--- src/rtl/vram_arbiter.sv ---
// Tile-map VRAM port arbiter: display reads own every visible pixel slot,
// while the clear-screen engine and the host writer share the remaining cycles.
module vram_arbiter #(
  parameter int unsigned COLS = 80,
  parameter int unsigned ROWS = 60,
  parameter int unsigned DW   = 8
) (
  input  logic          clk,
  input  logic          reset,
  input  logic          pixel_tick,
  input  logic          video_on,
  input  logic [9:0]    pixel_x,
  input  logic [9:0]    pixel_y,
  input  logic          wr_req,
  input  logic [12:0]   wr_addr,
  input  logic [DW-1:0] wr_data,
  output logic          wr_ack,
  input  logic          clr_start,
  input  logic [DW-1:0] clr_color,
  output logic          clr_busy,
  output logic          clr_done,
  output logic [12:0]   ram_addr,
  output logic          ram_we,
  output logic [DW-1:0] ram_wdata,
  input  logic [DW-1:0] ram_rdata,
  output logic [DW-1:0] rgb
);

  localparam int unsigned AW        = 13;
  localparam int unsigned NUM_TILES = ROWS * COLS;
  localparam logic [AW-1:0] LAST_TILE = AW'(NUM_TILES - 1);

  typedef enum logic {
    IDLE  = 1'b0,
    CLEAR = 1'b1
  } state_t;

  state_t        state_q, state_d;
  logic [AW-1:0] clr_cnt_q, clr_cnt_d;
  logic [DW-1:0] clr_color_q, clr_color_d;
  logic          clr_last_q, clr_last_d;

  logic [AW-1:0] ram_addr_d;
  logic          ram_we_d;
  logic [DW-1:0] ram_wdata_d;
  logic          wr_ack_d;
  logic          clr_busy_d;

  logic          disp_slot_c;
  logic [6:0]    tile_row_c;
  logic [6:0]    tile_col_c;
  logic [AW-1:0] disp_addr_c;
  logic          wr_in_range_c;

  logic [1:0]    tick_pipe_q;
  logic [1:0]    von_pipe_q;

  logic          unused_lsbs;
  assign unused_lsbs = ^{pixel_x[2:0], pixel_y[2:0]};

  // Tile index for an 80-column map: row*64 + row*16 + col.
  assign disp_slot_c   = pixel_tick & video_on;
  assign tile_row_c    = pixel_y[9:3];
  assign tile_col_c    = pixel_x[9:3];
  assign disp_addr_c   = (AW'(tile_row_c) << 6) + (AW'(tile_row_c) << 4) + AW'(tile_col_c);
  assign wr_in_range_c = (wr_addr < AW'(NUM_TILES));

  // Port decision for this cycle; everything lands on the RAM pins next cycle.
  always_comb begin
    state_d     = state_q;
    clr_cnt_d   = clr_cnt_q;
    clr_color_d = clr_color_q;
    clr_last_d  = 1'b0;
    ram_addr_d  = ram_addr;
    ram_we_d    = 1'b0;
    ram_wdata_d = ram_wdata;
    wr_ack_d    = 1'b0;

    if (disp_slot_c) begin
      ram_addr_d = disp_addr_c;
    end

    case (state_q)
      IDLE: begin
        if (clr_start) begin
          state_d     = CLEAR;
          clr_color_d = clr_color;
          clr_cnt_d   = '0;
        end else if (!disp_slot_c && wr_req && !wr_ack) begin
          // A write already on the pins blocks a re-grant of the same held request.
          ram_addr_d  = wr_addr;
          ram_wdata_d = wr_data;
          ram_we_d    = wr_in_range_c;
          wr_ack_d    = 1'b1;
        end
      end
      CLEAR: begin
        if (!disp_slot_c) begin
          ram_addr_d  = clr_cnt_q;
          ram_wdata_d = clr_color_q;
          ram_we_d    = 1'b1;
          if (clr_cnt_q == LAST_TILE) begin
            state_d    = IDLE;
            clr_cnt_d  = '0;
            clr_last_d = 1'b1;
          end else begin
            clr_cnt_d = clr_cnt_q + AW'(1);
          end
        end
      end
      default: begin
        state_d = IDLE;
      end
    endcase

    clr_busy_d = (state_d == CLEAR) || clr_last_d;
  end

  always_ff @(posedge clk) begin
    if (reset) begin
      state_q <= IDLE;
    end else begin
      state_q <= state_d;
    end
  end

  always_ff @(posedge clk) begin
    if (reset) begin
      clr_cnt_q   <= '0;
      clr_color_q <= '0;
      clr_last_q  <= 1'b0;
      ram_addr    <= '0;
      ram_we      <= 1'b0;
      ram_wdata   <= '0;
      wr_ack      <= 1'b0;
      clr_busy    <= 1'b0;
      clr_done    <= 1'b0;
    end else begin
      clr_cnt_q   <= clr_cnt_d;
      clr_color_q <= clr_color_d;
      clr_last_q  <= clr_last_d;
      ram_addr    <= ram_addr_d;
      ram_we      <= ram_we_d;
      ram_wdata   <= ram_wdata_d;
      wr_ack      <= wr_ack_d;
      clr_busy    <= clr_busy_d;
      clr_done    <= clr_last_q;
    end
  end

  // Read data returns two cycles after the tick; blank forces black.
  always_ff @(posedge clk) begin
    if (reset) begin
      tick_pipe_q <= '0;
      von_pipe_q  <= '0;
      rgb         <= '0;
    end else begin
      tick_pipe_q <= {tick_pipe_q[0], pixel_tick};
      von_pipe_q  <= {von_pipe_q[0], video_on};
      if (!von_pipe_q[1]) begin
        rgb <= '0;
      end else if (tick_pipe_q[1]) begin
        rgb <= ram_rdata;
      end
    end
  end

endmodule

--- config.mk ---
export PLATFORM = sky130hd
export DESIGN_NAME = vram_arbiter
export DESIGN_NICKNAME = d
export VERILOG_FILES = /design/src/rtl/vram_arbiter.sv
export SDC_FILE = /design/constraint.sdc
export NUM_CORES = 1
export LEC_CHECK = 0
export CAP_MARGIN = 30
export CORE_MARGIN = 5
export CORE_UTILIZATION = 40
export DETAILED_ROUTE_END_ITERATION = 10
export GPL_TIMING_DRIVEN = 0
export PLACE_DENSITY = 0.71
export REMOVE_ABC_BUFFERS = 1
export SETUP_SLACK_MARGIN = 0.5
export SLEW_MARGIN = 5
export SYNTH_ARGS = -nofsm -noshare
export SYNTH_HDL_FRONTEND = slang
export SYNTH_SLANG_ARGS = --single-unit
--- constraint.sdc ---
create_clock -name clk -period 3.28 [get_ports clk]
set_input_delay 0.656 -clock clk [delete_from_list [all_inputs] [get_ports clk]]
set_output_delay 0.656 -clock clk [all_outputs]
set_load 0.02 [all_outputs]
# Word-level counts from Yosys, hierarchy flattened

Index checks and enable logic that the tools add are counted.

Register bits after elaboration: 60
Bits of input ports: 63

Add/sub/neg operators: 3
$lt $le $gt $ge: 1
Eq/ne operators: 5
Muxes and demuxes: 25
Bitwise logic cells: 3
Reductions and logical operators: 10

Operators with widths:

| operator                                            | count |
|---|---|
| 2-to-1 mux 13 bit                                   | 7 |
| case mux 13 bit (2 select lines)                    | 2 |
| 2-to-1 mux 8 bit                                    | 3 |
| case mux 8 bit (2 select lines)                     | 1 |
| adder 13 x 1 -> 13 bit (second input constant)      | 1 |
| adder 13 x 11 -> 13 bit                             | 1 |
| adder 13 x 7 -> 13 bit                              | 1 |
| equality test 13 bit (second input constant)        | 1 |
| less-than comparator 13 bit (second input constant) | 1 |
| 2-to-1 mux 1 bit                                    | 10 |
| != test 2 bit (second input constant)               | 4 |
| case mux 1 bit (2 select lines)                     | 2 |
| AND reduction 2 bit                                 | 2 |
| AND reduction 3 bit                                 | 1 |
| OR reduction 3 bit                                  | 1 |
| logical AND 1 bit                                   | 2 |
| zero test 1 bit                                     | 2 |
| NOT 1 bit                                           | 2 |
| OR reduction 2 bit                                  | 1 |
| bitwise AND 1 bit                                   | 1 |
| logical OR 1 bit                                    | 1 |

# Longest topological paths before layout

Word-level depth: 7
Depth in mapped cells: 9
Mapped depth without buffers: 9

# Least setup slack after synthesis

No wires, ideal clock.

Kind: input to register
From: input pixel_x[9]
To: register ram_addr[12]
Arrival time: 2.357 ns
Path slack: 0.802 ns
Stages: 9
Buffers on the path: 0
Cells stage by stage: inv_1 fa_1 inv_1 ha_1 a211oi_1 o21bai_1 o22ai_1 xor2_1 o21ai_0

Longest elaborated chain between the ends: 5
Elaborated cells on any way between the ends: 6

RTL lines:

| what                               | RTL line | text |
|---|---|---|
| start: declaration                 | 12       | `input logic [9:0] pixel_x,` |
| adder 13 x 7 -> 13 bit *           | 65       | `assign disp_addr_c = (AW'(tile_row_c) << 6) + (AW'(tile_row_c) << 4) + AW'(tile_col_c);` |
| 2-to-1 mux 13 bit *                | 79       | `if (disp_slot_c) begin` |
| 2-to-1 mux 13 bit                  | 89       | `end else if (!disp_slot_c && wr_req && !wr_ack) begin` |
| 2-to-1 mux 13 bit                  | 85       | `if (clr_start) begin` |
| case mux 13 bit (2 select lines) * | 83       | `case (state_q)` |
| end signal: assignment             | 142      | `ram_addr <= ram_addr_d;` |
| end: declaration                   | 22       | `output logic [12:0] ram_addr,` |

Every way passes the cells marked *; elsewhere a longest branch is shown, timed or not.
A chain may end at the register's enable or synchronous reset.

# Final worst setup path

From: input pixel_y[5]
To: register ram_addr[12]

Longest elaborated chain between the ends: 6
Elaborated cells on any way between the ends: 7

RTL lines:

| what                               | RTL line | text |
|---|---|---|
| start: declaration                 | 13       | `input logic [9:0] pixel_y,` |
| adder 13 x 11 -> 13 bit *          | 65       |  |
| adder 13 x 7 -> 13 bit *           | 65       |  |
| 2-to-1 mux 13 bit *                | 79       |  |
| 2-to-1 mux 13 bit                  | 89       |  |
| 2-to-1 mux 13 bit                  | 85       |  |
| case mux 13 bit (2 select lines) * | 83       |  |

Marked as above.

==> summary.txt <==
Floorplan
  • DIE WIDTH: just under 100 um
  • Initial Util: 41.12%
  • Die Y: 96.36 um
  • DIE AREA: 9284 um2
  • Row count: 31
  • Core area: roughly 7300 um2
  • Num ports: 96

Yosys
  • Top-count cell post-synth: dfxtp_1
  • Post-Syn Area per Cell: 8.773 um2
  • Synth top area share: 40.27%
  • Post-Synth Simple-Gate Area: 18.71%
  • Post-Syn Instances: 340
  • Post-Synth XOR/XNOR Area: between 1 and 1.5%
  • Yosys reg bits: 60
  • Main combinational cell family by area after synthesis: compound AO/OA/AOI/OAI gates
  • Distinct cells, synth: 49
  • Dominant cells by area after synthesis: dfxtp_1, mux2i_1, ha_1
  • Complex-gate fraction of the synthesized area: 19.17%
  • Synth Area in Adders: around 7.2%
  • Yosys Warn Count: 0
  • Top cells by count, synth: dfxtp_1, nand2_1, nor2_1, mux2i_1, o21ai_0
  • Sequential share of the synthesized area: 40.27%
  • Fraction of registers with async set/reset: 0%
  • Number of flops mapped to enable cells by yosys: 0
  • Ys flop type: dfxtp_1
  • Most area-hungry cell type in the Yosys netlist: dfxtp_1
  • Synthesized cell area: between 2000 and 3000 um2
  • Mux cell area share after synthesis: 9.732%

Cells and area
  • Multi-input gate area: around 1700 um2
  • Fin nets: between 500 and 600
  • Final core utilization: 58.12%
  • Finished Cell Area: approximately 4200 um2
  • Fillers: 653
  • Storage cell area: 1202 um2
  • Layout cells sized above 1: roughly 7.6%
  • Diode count: 0
  • Area growth, synth to finish: 41.32%

Pwr
  • Pint: 1.377 mW
  • Sequential share of power: around 43%
  • Power consumption: 1.848 mW
  • Sw power: 0.4714 mW
  • VDD IR max: 0.2189 mV
  • Switch share: 25.51%
  • Clock share of power: 37.7%
  • PD cells: approximately 440 nW/um2
  • LEAKAGE: approximately 1.6 nW
  • Combinational share of power: around a fifth

Outcome
  • Outcome: completed

STA
  • RSZ-0062 raised after global routing: true
  • Rel. slew slack: 44.76%
  • Worst Skew: 0.007455 ns
  • Final Setup Violations: 0
  • Tmin final: 2.693 ns
  • Final Max Slew Viols: 0
  • Final period util: roughly 80%
  • Fin Hold WS: 0.4389 ns
  • Actual slew at the worst max-slew pin: between 0.8 and 0.9 ns
  • Peak Freq: 371.3 MHz
  • Final Hold Viols: 0

Clock tree
  • CTS tree: done
  • Latest clock arrival within the worst-skew pair: 0.33 ns
  • Clock Pin Slew Worst Setup and Hold Paths: 0.06 ns
  • Root Driver: clkbuf_8
  • H-Tree Depth: 3
  • Clock sink total: 60
  • Total CTS buffers: 9
  • Post-cts hold buffer count: 0
  • Clock tree buffer depth: 2

Worst setup path
  • Crit end category: flop
  • Setup crit start kind: input pin
  • Critical path type: in -> reg
  • Worst EP required: 3.50 ns
  • CP Data Arrival Time: 2.91 ns
  • Worst-path maximum fanout: 2

Drt
  • WL final: around 7.7 mm
  • First DRT Iteration DRCs: 145
  • Detail Route Antenna Nets: 0
  • Vias/cell: 5.167
  • DR pass1 iterations: 4
  • Routed via count: 2749
  • WL/cell: 14.40 um
  • Drt drc: 0

Global routing
  • Global Route Usage Sum: 16.99%
  • Largest net degree at the start of global routing: 45
  • Antenna violations before repair: 0
  • First-pass GRT wire length: 12.37 mm
  • Vias in the first global route: ~2800
  • Total grt overflow: 0

Flow run
  • MaxCap Viol Count: 0

Min path
  • Worst hold path class: reg -> reg

Placement
  • Post-DP HPWL: 5.782 mm
  • Final Wtd Congestion: 0.8570
  • Post-DP Area: between 3000 and 4000 um2
  • IO Port Bufs: just under 90
[critical path, cell delays in order]
cell             delay, ns
clkdlybuf4s50_1       0.48
inv_1                 0.06
fa_1                  0.58
inv_1                 0.10
ha_4                  0.25
a211oi_2              0.24
o21bai_1              0.11
o22ai_1               0.21
xor2_1                0.15
o21ai_0               0.08
[path summary, 6_finish.rpt]
path,slack (ns),cells past startpoint,end,from
max,0.59,10,ram_addr[12],pixel_y[5]
min,0.44,1,clr_done,clr_last_q
max reg2reg,1.21,6,clr_cnt_q[12],clr_cnt_q[0]
min reg2reg,0.44,1,clr_done,clr_last_q
[cell usage in the layout (no fill, tap or decap), types with 4 or more instances in the layout]
| cell | netlist | final |
|---|---|---|
| clkdlybuf4s50_1 | 0 | 88 |
| dfxtp_1 | 60 | 59 |
| nand2_1 | 41 | 41 |
| nor2_1 | 35 | 35 |
| mux2i_1 | 29 | 29 |
| o21ai_0 | 26 | 26 |
| a21oi_1 | 20 | 19 |
| ha_1 | 14 | 13 |
| a22o_1 | 11 | 11 |
| inv_1 | 10 | 10 |
| a211oi_1 | 11 | 10 |
| clkbuf_8 | 0 | 9 |
| nor2b_1 | 8 | 7 |
| nand3_1 | 5 | 5 |
| nand2b_1 | 4 | 4 |
| o22ai_1 | 4 | 4 |
| nor3_1 | 4 | 4 |
| buf_4 | 1 | 4 |
[metrics by stage]
| step | setup TNS (ns) | instances | worst slack, ns |
|---|---|---|---|
| 2_1_floorplan | 0 | 324 | 0.8018 |
| 3_3_place_gp | -7.747 | 512 | -0.9049 |
| 3_5_place_dp | -0.1847 | 514 | -0.08479 |
| 4_1_cts | 0 | 529 | 0.5132 |
| 5_1_grt | 0 | 532 | 0.4444 |
| 6_report | 0 | 532 | 0.5868 |
[timing repair]
| item | CTS | global route |
|---|---|---|
| pin swaps | 0 | 6 |
| buffers inserted | 0 | 3 |
| endpoints found under the setup margin | 9 | 10 |
| gates resized for setup | 2 | 5 |
[kinds of logic (layout without fill, tap and decap cells)]
logic type               after synthesis  count (layout)
AO/OA/AOI/OAI                         90              90
XOR/XNOR                               4               4
multiplexers                          29              29
AND/OR/NAND/NOR                      115             115
buffers and inverters                 26             119
flip-flops                            60              60
adder cells (fa/ha/maj)               16              16
[per-layer routing]
layer | track usage (%) | wire length [um] | up-vias
met3 | 4.222 | 519 | 11
met4 | 6.776 | 120 | 0
met5 | 0 | 0 | -
met1 | 21.20 | 3288 | 1258
li1 | - | - | 1391
met2 | 28.00 | 3731 | 89
[sequential cells by signal, summed over array words and instances, names as in the netlist]
name / flops
ram_addr: 13
clr_busy: 1
ram_we: 1
rgb: 8
von_pipe_q: 2
clr_done: 1
clr_last_q: 1
ram_wdata: 8
state_q: 1
tick_pipe_q: 2
wr_ack: 1
clr_color_q: 8
clr_cnt_q: 13
[layout make-up]
class                           instances  share of cell area, %
Multi-Input combinational cell        254                  40.52
Timing Repair Buffer                   94                  22.26
Sequential cell                        60                  28.52
Clock inverter                          5                  1.840
Clock buffer                           10                  3.028
Tap cell                               99                  2.939
Inverter                               10                 0.8905
[power groups by stage]
stage                     Sequential [mW]  Combinational (mW)  Clock [mW]
after CTS                           0.795               0.347       0.704
after floorplan                     0.833               0.150           0
after global placement              0.810               0.337           0
final                               0.795               0.357       0.697
after global routing                0.800               0.394       0.738
after detailed placement            0.810               0.344           0
(Power assumes the default switching activity.)
